--- src/rtl/alu_accumulator_seq_pkg.sv ---
// Shared definitions for the ALU accumulator sequencer.
// Contents:
//   - opcode values accepted on cmd_op
//   - the sequencer state enum
//   - the completion status codes reported on res_err
package alu_accumulator_seq_pkg;

    // ALU opcodes; these are forwarded unchanged to the ALU.
    localparam logic [3:0] OP_ADD   = 4'd0;
    localparam logic [3:0] OP_SUB   = 4'd1;
    localparam logic [3:0] OP_MUL   = 4'd2;
    localparam logic [3:0] OP_DIV   = 4'd3;
    localparam logic [3:0] OP_MOD   = 4'd4;

    // Local opcodes; these complete inside the sequencer.
    localparam logic [3:0] OP_LOAD  = 4'd8;
    localparam logic [3:0] OP_CLEAR = 4'd9;
    localparam logic [3:0] OP_NOP   = 4'd10;

    typedef enum logic [1:0] {
        IDLE  = 2'd0,
        ISSUE = 2'd1,
        ERROR = 2'd2
    } state_t;

    // Completion status codes.
    localparam logic [1:0] ERR_NONE    = 2'b00;
    localparam logic [1:0] ERR_OVF     = 2'b01;
    localparam logic [1:0] ERR_DIV0    = 2'b10;
    localparam logic [1:0] ERR_ILLEGAL = 2'b11;

endpackage

--- src/rtl/alu_accumulator_seq_decode.sv ---
// acc_op_decode: combinational classification of a command opcode.
// Ports:
//   cmd_op     in  4  opcode to classify
//   is_alu     out 1  opcode is forwarded to the ALU (add/sub/mul/div/mod)
//   is_local   out 1  opcode completes locally (LOAD/CLEAR/NOP)
//   is_illegal out 1  opcode is neither of the above
module acc_op_decode
    import alu_accumulator_seq_pkg::*;
(
    input  logic [3:0] cmd_op,
    output logic       is_alu,
    output logic       is_local,
    output logic       is_illegal
);

    always_comb begin
        is_alu     = (cmd_op <= OP_MOD);
        is_local   = (cmd_op == OP_LOAD) || (cmd_op == OP_CLEAR) || (cmd_op == OP_NOP);
        is_illegal = !is_alu && !is_local;
    end

endmodule

--- src/rtl/alu_accumulator_seq.sv ---
// alu_accumulator_seq: sequences one command at a time into a combinational
// 16-bit ALU, waits SETTLE cycles, then captures the ALU result into a 32-bit
// accumulator and reports it with a one-cycle completion pulse.
// Ports:
//   clk, rst                 clock, synchronous active-high reset
//   cmd_valid/cmd_ready      command handshake
//   cmd_op, cmd_operand      opcode and operand B (or LOAD value)
//   alu_a, alu_b, alu_op     registered ALU inputs (alu_a = acc[15:0])
//   alu_result, alu_err      ALU outputs (alu_err[1] = divide/mod by zero)
//   acc                      accumulator
//   res_valid/res_data/res_err  completion pulse, value and status
//   ovf_sticky               set by any overflow, cleared by LOAD/CLEAR/rst
//   busy                     an ALU operation is in flight
module alu_accumulator_seq
    import alu_accumulator_seq_pkg::*;
#(
    parameter int SETTLE = 1
) (
    input  logic        clk,
    input  logic        rst,
    input  logic        cmd_valid,
    output logic        cmd_ready,
    input  logic [3:0]  cmd_op,
    input  logic [15:0] cmd_operand,
    output logic [15:0] alu_a,
    output logic [15:0] alu_b,
    output logic [3:0]  alu_op,
    input  logic [31:0] alu_result,
    input  logic [1:0]  alu_err,
    output logic [31:0] acc,
    output logic        res_valid,
    output logic [31:0] res_data,
    output logic [1:0]  res_err,
    output logic        ovf_sticky,
    output logic        busy
);

    localparam logic [3:0] LAST_CNT = 4'(SETTLE - 1);

    state_t     state;
    logic [3:0] cnt;
    logic       is_alu;
    logic       is_local;
    logic       is_illegal;
    logic       accept;
    logic       cap_ovf;
    logic       unused_alu_err0;

    // Only bit 1 of the ALU error code matters to this stage.
    assign unused_alu_err0 = alu_err[0];

    acc_op_decode u_decode (
        .cmd_op     (cmd_op),
        .is_alu     (is_alu),
        .is_local   (is_local),
        .is_illegal (is_illegal)
    );

    // Result does not fit a signed 16-bit value: the upper 17 bits are not a
    // pure sign extension.
    function automatic logic ovf_s16(input logic signed [31:0] r);
        return !((r[31:15] == 17'h00000) || (r[31:15] == 17'h1FFFF));
    endfunction

    assign cmd_ready = ((state == IDLE) || (state == ERROR)) && !rst;
    assign busy      = (state == ISSUE);
    assign accept    = cmd_valid && cmd_ready;
    assign cap_ovf   = (alu_op <= OP_MUL) && ovf_s16(signed'(alu_result));

    always_ff @(posedge clk) begin
        if (rst) begin
            state      <= IDLE;
            cnt        <= 4'd0;
            alu_a      <= 16'd0;
            alu_b      <= 16'd0;
            alu_op     <= 4'd0;
            acc        <= 32'd0;
            res_valid  <= 1'b0;
            res_data   <= 32'd0;
            res_err    <= ERR_NONE;
            ovf_sticky <= 1'b0;
        end else begin
            res_valid <= 1'b0;
            case (state)
                IDLE, ERROR: begin
                    if (accept) begin
                        if (is_alu) begin
                            if (state == IDLE) begin
                                // Issue: drive the ALU and start the settle count.
                                alu_a  <= acc[15:0];
                                alu_b  <= cmd_operand;
                                alu_op <= cmd_op;
                                cnt    <= 4'd0;
                                state  <= ISSUE;
                            end else begin
                                // Blocked while in ERROR: complete without issuing.
                                res_valid <= 1'b1;
                                res_data  <= acc;
                                res_err   <= ERR_DIV0;
                            end
                        end else if (is_illegal) begin
                            res_valid <= 1'b1;
                            res_data  <= acc;
                            res_err   <= ERR_ILLEGAL;
                        end else if (is_local) begin
                            res_valid <= 1'b1;
                            res_err   <= ERR_NONE;
                            if (cmd_op == OP_LOAD) begin
                                acc        <= {16'd0, cmd_operand};
                                res_data   <= {16'd0, cmd_operand};
                                ovf_sticky <= 1'b0;
                                state      <= IDLE;
                            end else if (cmd_op == OP_CLEAR) begin
                                acc        <= 32'd0;
                                res_data   <= 32'd0;
                                ovf_sticky <= 1'b0;
                                state      <= IDLE;
                            end else begin
                                res_data <= acc;
                            end
                        end
                    end
                end
                ISSUE: begin
                    cnt <= cnt + 4'd1;
                    // Capture boundary: ALU output has settled.
                    if (cnt == LAST_CNT) begin
                        res_valid <= 1'b1;
                        if (alu_err[1]) begin
                            res_data <= acc;
                            res_err  <= ERR_DIV0;
                            state    <= ERROR;
                        end else begin
                            acc      <= alu_result;
                            res_data <= alu_result;
                            res_err  <= cap_ovf ? ERR_OVF : ERR_NONE;
                            if (cap_ovf) begin
                                ovf_sticky <= 1'b1;
                            end
                            state <= IDLE;
                        end
                    end
                end
                default: state <= IDLE;
            endcase
        end
    end

endmodule

--- config.mk ---
export PLATFORM = sky130hd
export DESIGN_NAME = alu_accumulator_seq
export DESIGN_NICKNAME = d
export VERILOG_FILES = /design/src/rtl/alu_accumulator_seq_pkg.sv /design/src/rtl/alu_accumulator_seq_decode.sv /design/src/rtl/alu_accumulator_seq.sv
export SDC_FILE = /design/constraint.sdc
export NUM_CORES = 1
export LEC_CHECK = 0
export BUFFER_PORTS_ARGS = -buffer_cell sky130_fd_sc_hd__buf_2
export CAP_MARGIN = 20
export CORE_MARGIN = 10
export CORE_UTILIZATION = 50
export CTS_CLUSTER_SIZE = 30
export DETAILED_ROUTE_END_ITERATION = 12
export PLACE_DENSITY = 0.83
export SYNTH_ARGS = -nofsm -noshare
export SYNTH_HDL_FRONTEND = slang
export SYNTH_HIERARCHICAL = 1
export SYNTH_SLANG_ARGS = --single-unit
export TNS_END_PERCENT = 5
--- constraint.sdc ---
create_clock -name clk -period 2.3 [get_ports clk]
set_clock_uncertainty 0.05 [all_clocks]
set_input_delay 0.115 -clock clk [delete_from_list [all_inputs] [get_ports clk]]
set_output_delay 0.115 -clock clk [all_outputs]
set_load 0.02 [all_outputs]
Yosys cells after proc, flatten, opt, wreduce, memory -nomap -nowiden. Index checks and enable logic that the tools add are counted.

Multiplexer cells: 54. $add $sub $neg: 1. Reductions and logical operators: 23. $lt $le $gt $ge: 2. Eq/ne operators: 22.

Operator list (count): 32-bit two-way mux (12); 32-bit one-hot mux with 2 select lines (2); 2-bit two-way mux (16); 17-bit == test (second input constant) (1); 17-bit logical NOT (1); 1-bit two-way mux (16); 3-bit inequality test (second input constant) (5); 2-bit inequality test (second input constant) (7); 4-bit == test (second input constant) (3); 4-bit two-way mux (3); 6-bit AND reduction (2); 9-bit AND reduction (1); 4-bit inequality test (second input constant) (2); 2-bit one-hot mux with 2 select lines (2); 4-bit one-hot mux with 2 select lines (1); 4-bit AND reduction (2); 5-bit AND reduction (1); 4-bit by 1-bit adder with 4-bit output (second input constant) (1); 4-bit by 2-bit <= comparator with 1-bit output (second input constant) (1); 4-bit by 3-bit <= comparator with 1-bit output (second input constant) (1); 1-bit logical AND (4); 1-bit logical NOT (4); 4-bit logical NOT (1); 1-bit logical OR (4); other kinds (7) (9).

Output and inout port bits: 106. Flip-flop bits (word level): 110. Word-level logic and storage cells: 112. Input port bits: 57.

Logic depth before layout (Yosys ltp).
Depth in word-level cells: 9. Depth in mapped cells: 10. Gate-level depth less buffers: 7.

Modules after synthesis. The synthesis kept the hierarchy.

Modules (own cells, without submodules): alu_accumulator_seq (area each 5002.3 sq um, cells an instance 570, sequential area each 2202.1 sq um, times used 1); acc_op_decode (area each 46.3 sq um, cells an instance 8, sequential area each 0.0 sq um, times used 1).

Worst setup path after synthesis. Ideal clock, no wire load.

Kind: reg-to-reg. Start point: register cnt[0]. End point: register acc[10]. Clock period less this slack: 1.963 ns. Required time: 2.122 ns. Data arrival time: 1.785 ns. Setup slack: 0.337 ns. Stages on the path, launching flop included: 10. Path buffers: 2. Setup time: 0.128 ns. Cell sequence: dfxtp_1 > inv_1 > ha_1 > or3b_1 > buf_2 > nor2_1 > a41oi_1 > buf_2 > a2bb2oi_1 > nor2_1.

Cells in the longest elaborated chain, start to end: 3.

RTL lines: start, declared (RTL line alu_accumulator_seq.sv:41) `logic [3:0] cnt;`; start signal, assigned (RTL line alu_accumulator_seq.sv:125) `cnt <= cnt + 4'd1;`; 4-bit logical NOT (RTL line alu_accumulator_seq.sv:127) `if (cnt == LAST_CNT) begin`; 2-bit by 1-bit inequality test with 1-bit output (no source line); 6-bit AND reduction (no source line); end signal, assigned (RTL line alu_accumulator_seq.sv:109) `acc <= {16'd0, cmd_operand};`; end signal, assigned (RTL line alu_accumulator_seq.sv:134) `acc <= alu_result;`; end, declared (RTL line alu_accumulator_seq.sv:30) `output logic [31:0] acc,`.

Every way passes these cells. A chain may end at the register's enable or synchronous reset.

Worst setup path in the final report.
Start point: register state[1]. End point: register res_data[31].

Cells in the longest elaborated chain, start to end: 6. Elaborated cells on any way between the ends: 14. Classes of those cells: 6 x eq/ne; 1 x mux; 7 x reduce/logical.

RTL lines: start, declared (RTL line alu_accumulator_seq.sv:40) `state_t state;`; start signal, assigned (RTL line alu_accumulator_seq.sv:72) `state <= IDLE;`; start signal, assigned (RTL line alu_accumulator_seq.sv:94) `state <= ISSUE;`; start signal, assigned (RTL line alu_accumulator_seq.sv:112) `state <= IDLE;`; 2-bit == test / 2-bit logical NOT (equally long branches) (RTL line alu_accumulator_seq.sv:65, alu_accumulator_seq.sv:84, alu_accumulator_seq.sv:88); 1-bit logical OR (RTL line alu_accumulator_seq.sv:65) `assign cmd_ready = ((state == IDLE) || (state == ERROR)) && !rst;`; 1-bit logical AND (RTL line alu_accumulator_seq.sv:65); 1-bit logical AND (RTL line alu_accumulator_seq.sv:67) `assign accept = cmd_valid && cmd_ready;`; 2-bit inequality test (no source line); 5-bit AND reduction (no source line); end signal, assigned (RTL line alu_accumulator_seq.sv:110) `res_data <= {16'd0, cmd_operand};`; end signal, assigned (RTL line alu_accumulator_seq.sv:135) `res_data <= alu_result;`; end, declared (RTL line alu_accumulator_seq.sv:32) `output logic [31:0] res_data,`.

Several ways; a longest one is shown, not always the timed one.

==> run summary <==
=====================================================================================
PwrDens                                                                  634.3 mW/mm²
Cell with the largest stage delay on the worst path                      sky130_fd_sc_hd__dfxtp_1
Setup-failing EPs final                                                             0
Part of the cycle the worst path needs                                         91.37%
Worst Reg-to-Reg Cells                                                              7
Routed Wire Length                                                           16550 µm
Height of the die                                                            120.5 µm
Input/output buffers                                                              161
Maximum number of pins on one net before global-route repair                       77
Multiplexer share of the synthesized area                                      3.172%
Total number of H-tree levels                                                       3
Critical path launch point type                                              register
CTS tree                                                                          yes
Main area contributors after synthesis                                   sky130_fd_sc_hd__dfxtp_1 (44%), sky130_fd_sc_hd__nor2_1 (7.1%), sky130_fd_sc_hd__a21oi_1 (6.1%)
Starting Density                                                               51.41%
Cell-internal power                                                          3.040 mW
Family of cells with the greatest summed delay on the critical path      simple AND/OR/NAND/NOR gates
Adder-cell share of the synthesized area                                      0.4957%
Reg2Reg Launch Point                                                         state[1]
Outcome                                                                     completed
Global route overflow                                                               0
End of the worst register-to-register path                               res_data[31]
Area share of and/or/nand/nor cells after synthesis                            22.45%
P&R area growth vs syn                                                         29.17%
CP bufs+invs                                                                        2
Net Sw Frac                                                                    26.50%
Total via count after detailed routing                                           5119
Drt drc                                                                             0
Worst-case vdd ir drop                                                       366.7 µV
Highest fanout seen on the critical path                                           17
Vias in the first global route                                                   5201
Worst-margin pin slew                                                       0.8391 ns
Most instantiated flip-flop cell in the synthesis netlist                sky130_fd_sc_hd__dfxtp_1
Library cell with the largest summed area after synthesis                sky130_fd_sc_hd__dfxtp_1
Number of hold violations in the final report                                       0
Arrival @ worst endpoint                                                      2.28 ns
Cells after synthesis                                                             578
Worst Setup End Kind                                                         register
Peak clock frequency supported by timing                                    475.8 MHz
Main combinational cell family by area after synthesis                   compound AO/OA/AOI/OAI gates
Share of synthesized area occupied by flip-flops and latches                   43.62%
Endpoint of the most critical setup path                                 res_data[31]
Pins over their slew limit                                                          0
Routability cong.                                                              0.8748
Mean post-synth cell area                                                   8.735 µm²
Clock share of power                                                            36.8%
Register-to-Register Setup Slack                                              0.20 ns
Sequential share of power                                                       48.3%
Fill count                                                                        807
Synthesized netlist net count                                                     637
Post-DP HPWL                                                                 11740 µm
FFs w/ async S/R, synth                                                            0%
Cell area after synthesis                                                0.005049 mm²
Number of enable flip-flop cells after synthesis                                    0
Final routed wire length divided by cell count                               18.60 µm
Cell-by-cell trace of the critical path                                  nand2b_2 > inv_6 > nor4_4 > buf_4 > nor2_4 > a221oi_1 > nor3_1
Wire length of the first global-routing pass                                 26590 µm
GR Util All Layers                                                             22.11%
CP Class                                                                   reg -> reg
Leading cell type in the layout, fill and taps excluded                  sky130_fd_sc_hd__buf_2
Reported net switching power                                                 1.096 mW
Total number of yosys warnings                                                      6
Via density                                                                     5.752
Crit path depth                                                                     7
Row count                                                                          36
Root Driver                                                              sky130_fd_sc_hd__clkbuf_8
CTS clk-pin slew, worst paths                                                 0.10 ns
Share of the synthesized area in the top cell type                             43.62%
Antenna violations before repair                                                    2
Number of nets still failing antenna checks after routing                           0
Number of iterations in the first detailed-routing pass                             5
Width of the chip                                                            120.5 µm
Number of nets in the layout                                                      810
Sinks on the clock net                                                            110
RSZ-0062 raised after global routing                                               no
Die area                                                                  0.01452 mm²
Worst slack on hold paths                                                  0.01056 ns
Synthesized-area fraction occupied by xor and xnor cells                           0%
Delay contributed by the slowest stage of the critical path                   0.40 ns
Post-layout minimum cycle time                                               2.102 ns
Commonest cells after routing, fill and taps aside                       sky130_fd_sc_hd__buf_2 (160), sky130_fd_sc_hd__dfxtp_1 (110), sky130_fd_sc_hd__nor2_1 (94), sky130_fd_sc_hd__nand2_1 (78), sky130_fd_sc_hd__a21oi_1 (62)
Launch point of the worst path                                               state[1]
Setup Total Neg Slack                                                            0 ns
Max Cap Viol                                                                        0
Worst-case headroom to the max-slew limit                                      44.06%
Clock network latency to the later pin of the worst-skew pair                 0.37 ns
Count of routing violations after the opening detailed-route iteration            536
Flops & latches, synth                                                            110
Fraction of final layout cells sized beyond drive strength 1                   32.54%
Leakage power total                                                          2.755 nW
Clock buffers created by TritonCTS                                                  9
I/O pin cnt                                                                       163
Endpoint required time on the critical path                                   2.48 ns
Share of the synthesized area in compound gates (AO/OA/AOI/OAI)                24.76%
Count of distinct cell types in the synthesized netlist                            52
Core area                                                                0.009819 mm²
Maximum root-to-sink buffer count                                                   2
Path type of the worst min-delay path                                       in -> reg
Utilization after layout                                                       66.41%
Comb power frac                                                                 14.8%
=====================================================================================
==> worst reg2reg max path, stage by stage, from the launching register on <==
cell and delay, ns:
sky130_fd_sc_hd__dfxtp_1 0.40, sky130_fd_sc_hd__nand2b_2 0.30, sky130_fd_sc_hd__inv_6 0.09, sky130_fd_sc_hd__nor4_4 0.21
sky130_fd_sc_hd__buf_4 0.30, sky130_fd_sc_hd__nor2_4 0.16, sky130_fd_sc_hd__a221oi_1 0.37, sky130_fd_sc_hd__nor3_1 0.08
==> per-stage QoR <==
stage	worst slack [ns]	cell area [µm²]	std cells	power, mW
2_1_floorplan	0.3370	5049	578	2.384
3_3_place_gp	0.1461	6008	849	2.596
3_5_place_dp	0.07618	6008	849	2.619
4_1_cts	0.04070	6509	888	4.138
5_1_grt	0.05739	6521	890	4.274
6_report	0.1984	6521	890	4.136
==> state kept, by name, summed over array words and instances, names as in the netlist, 2 cells and up <==
register	flops
alu_b	16
res_err	2
state	2
cnt	4
res_data	32
alu_a	16
acc	32
alu_op	4
==> cells in the mapped netlist, drive strengths merged, types with 3 or more instances <==
| cell type | number |
|---|---|
| o21ai | 4 |
| buf | 21 |
| or3b | 3 |
| a2bb2oi | 16 |
| clkbuf | 26 |
| a21oi | 62 |
| a211oi | 18 |
| a221oi | 32 |
| nor3 | 23 |
| inv | 7 |
| nor3b | 16 |
| nor4 | 5 |
| nand2 | 78 |
| a22oi | 16 |
| mux2i | 16 |
| nand2b | 3 |
| nand4 | 4 |
| nor2 | 97 |
| dfxtp | 110 |
==> routing by layer <==
metal / wire, µm / track usage [%] / vias to the layer above / part of all wire [%]
li1: - / - / 2410 / -
met1: 6539 / 25.82 / 2410 / 40
met2: 8148 / 36.94 / 253 / 49
met3: 1296 / 5.817 / 46 / 7.8
met4: 567 / 10.63 / 0 / 3.4
met5: 0 / 0 / - / 0
==> area by class of cell <==
cell class	instances	area [µm²]	area share, %
clock inverter	7	146.4	2.245
timing repair buffer	209	1251	19.19
clock buffer	9	123.9	1.899
sequential	110	2202	33.77
tap	133	166.4	2.552
inverter	7	31.28	0.4797
multi-input combinational	414	2597	39.83
antenna	1	2.502	0.03837
==> how the worst min path moves through the flow <==
| stage | start | to | slack [ns] | cells past startpoint |
|---|---|---|---|---|
| detailed placement | cmd_operand[9] | alu_b[9] | 0.35 | 3 |
| global route | alu_result[20] | acc[20] | 0.009 | 3 |
| global placement | cmd_operand[2] | alu_b[2] | 0.34 | 3 |
| floorplan | cmd_operand[0] | alu_b[0] | 0.20 | 2 |
| finish | alu_result[20] | acc[20] | 0.01 | 3 |
| CTS | cmd_operand[7] | alu_b[7] | 0.0006 | 3 |
==> timing repair <==
action | 4_1_cts | 5_1_grt
hold endpoints to repair | 23 | 0
resized for setup | 0 | 1
buffers inserted | 0 | 0
endpoints found under the setup margin | 0 | 16
hold buffers | 23 | 0
==> cells by family after synthesis <==
family / Yosys count
flip-flops: 110
AO/OA/AOI/OAI: 157
AND/OR/NAND/NOR: 239
buffers and inverters: 54
multiplexers: 16
adder cells (fa/ha/maj): 2
==> power by group through the flow <==
stage                     registers [mW]  logic, mW  clock network (mW)
final                               2.00      0.614                1.52
after global routing                2.01      0.661                1.61
after CTS                           2.00      0.609                1.53
after detailed placement            2.04      0.577                   0
after global placement              2.04      0.558                   0
after floorplan                     2.12      0.268                   0
No activity file was read; power rests on OpenSTA's default activity.
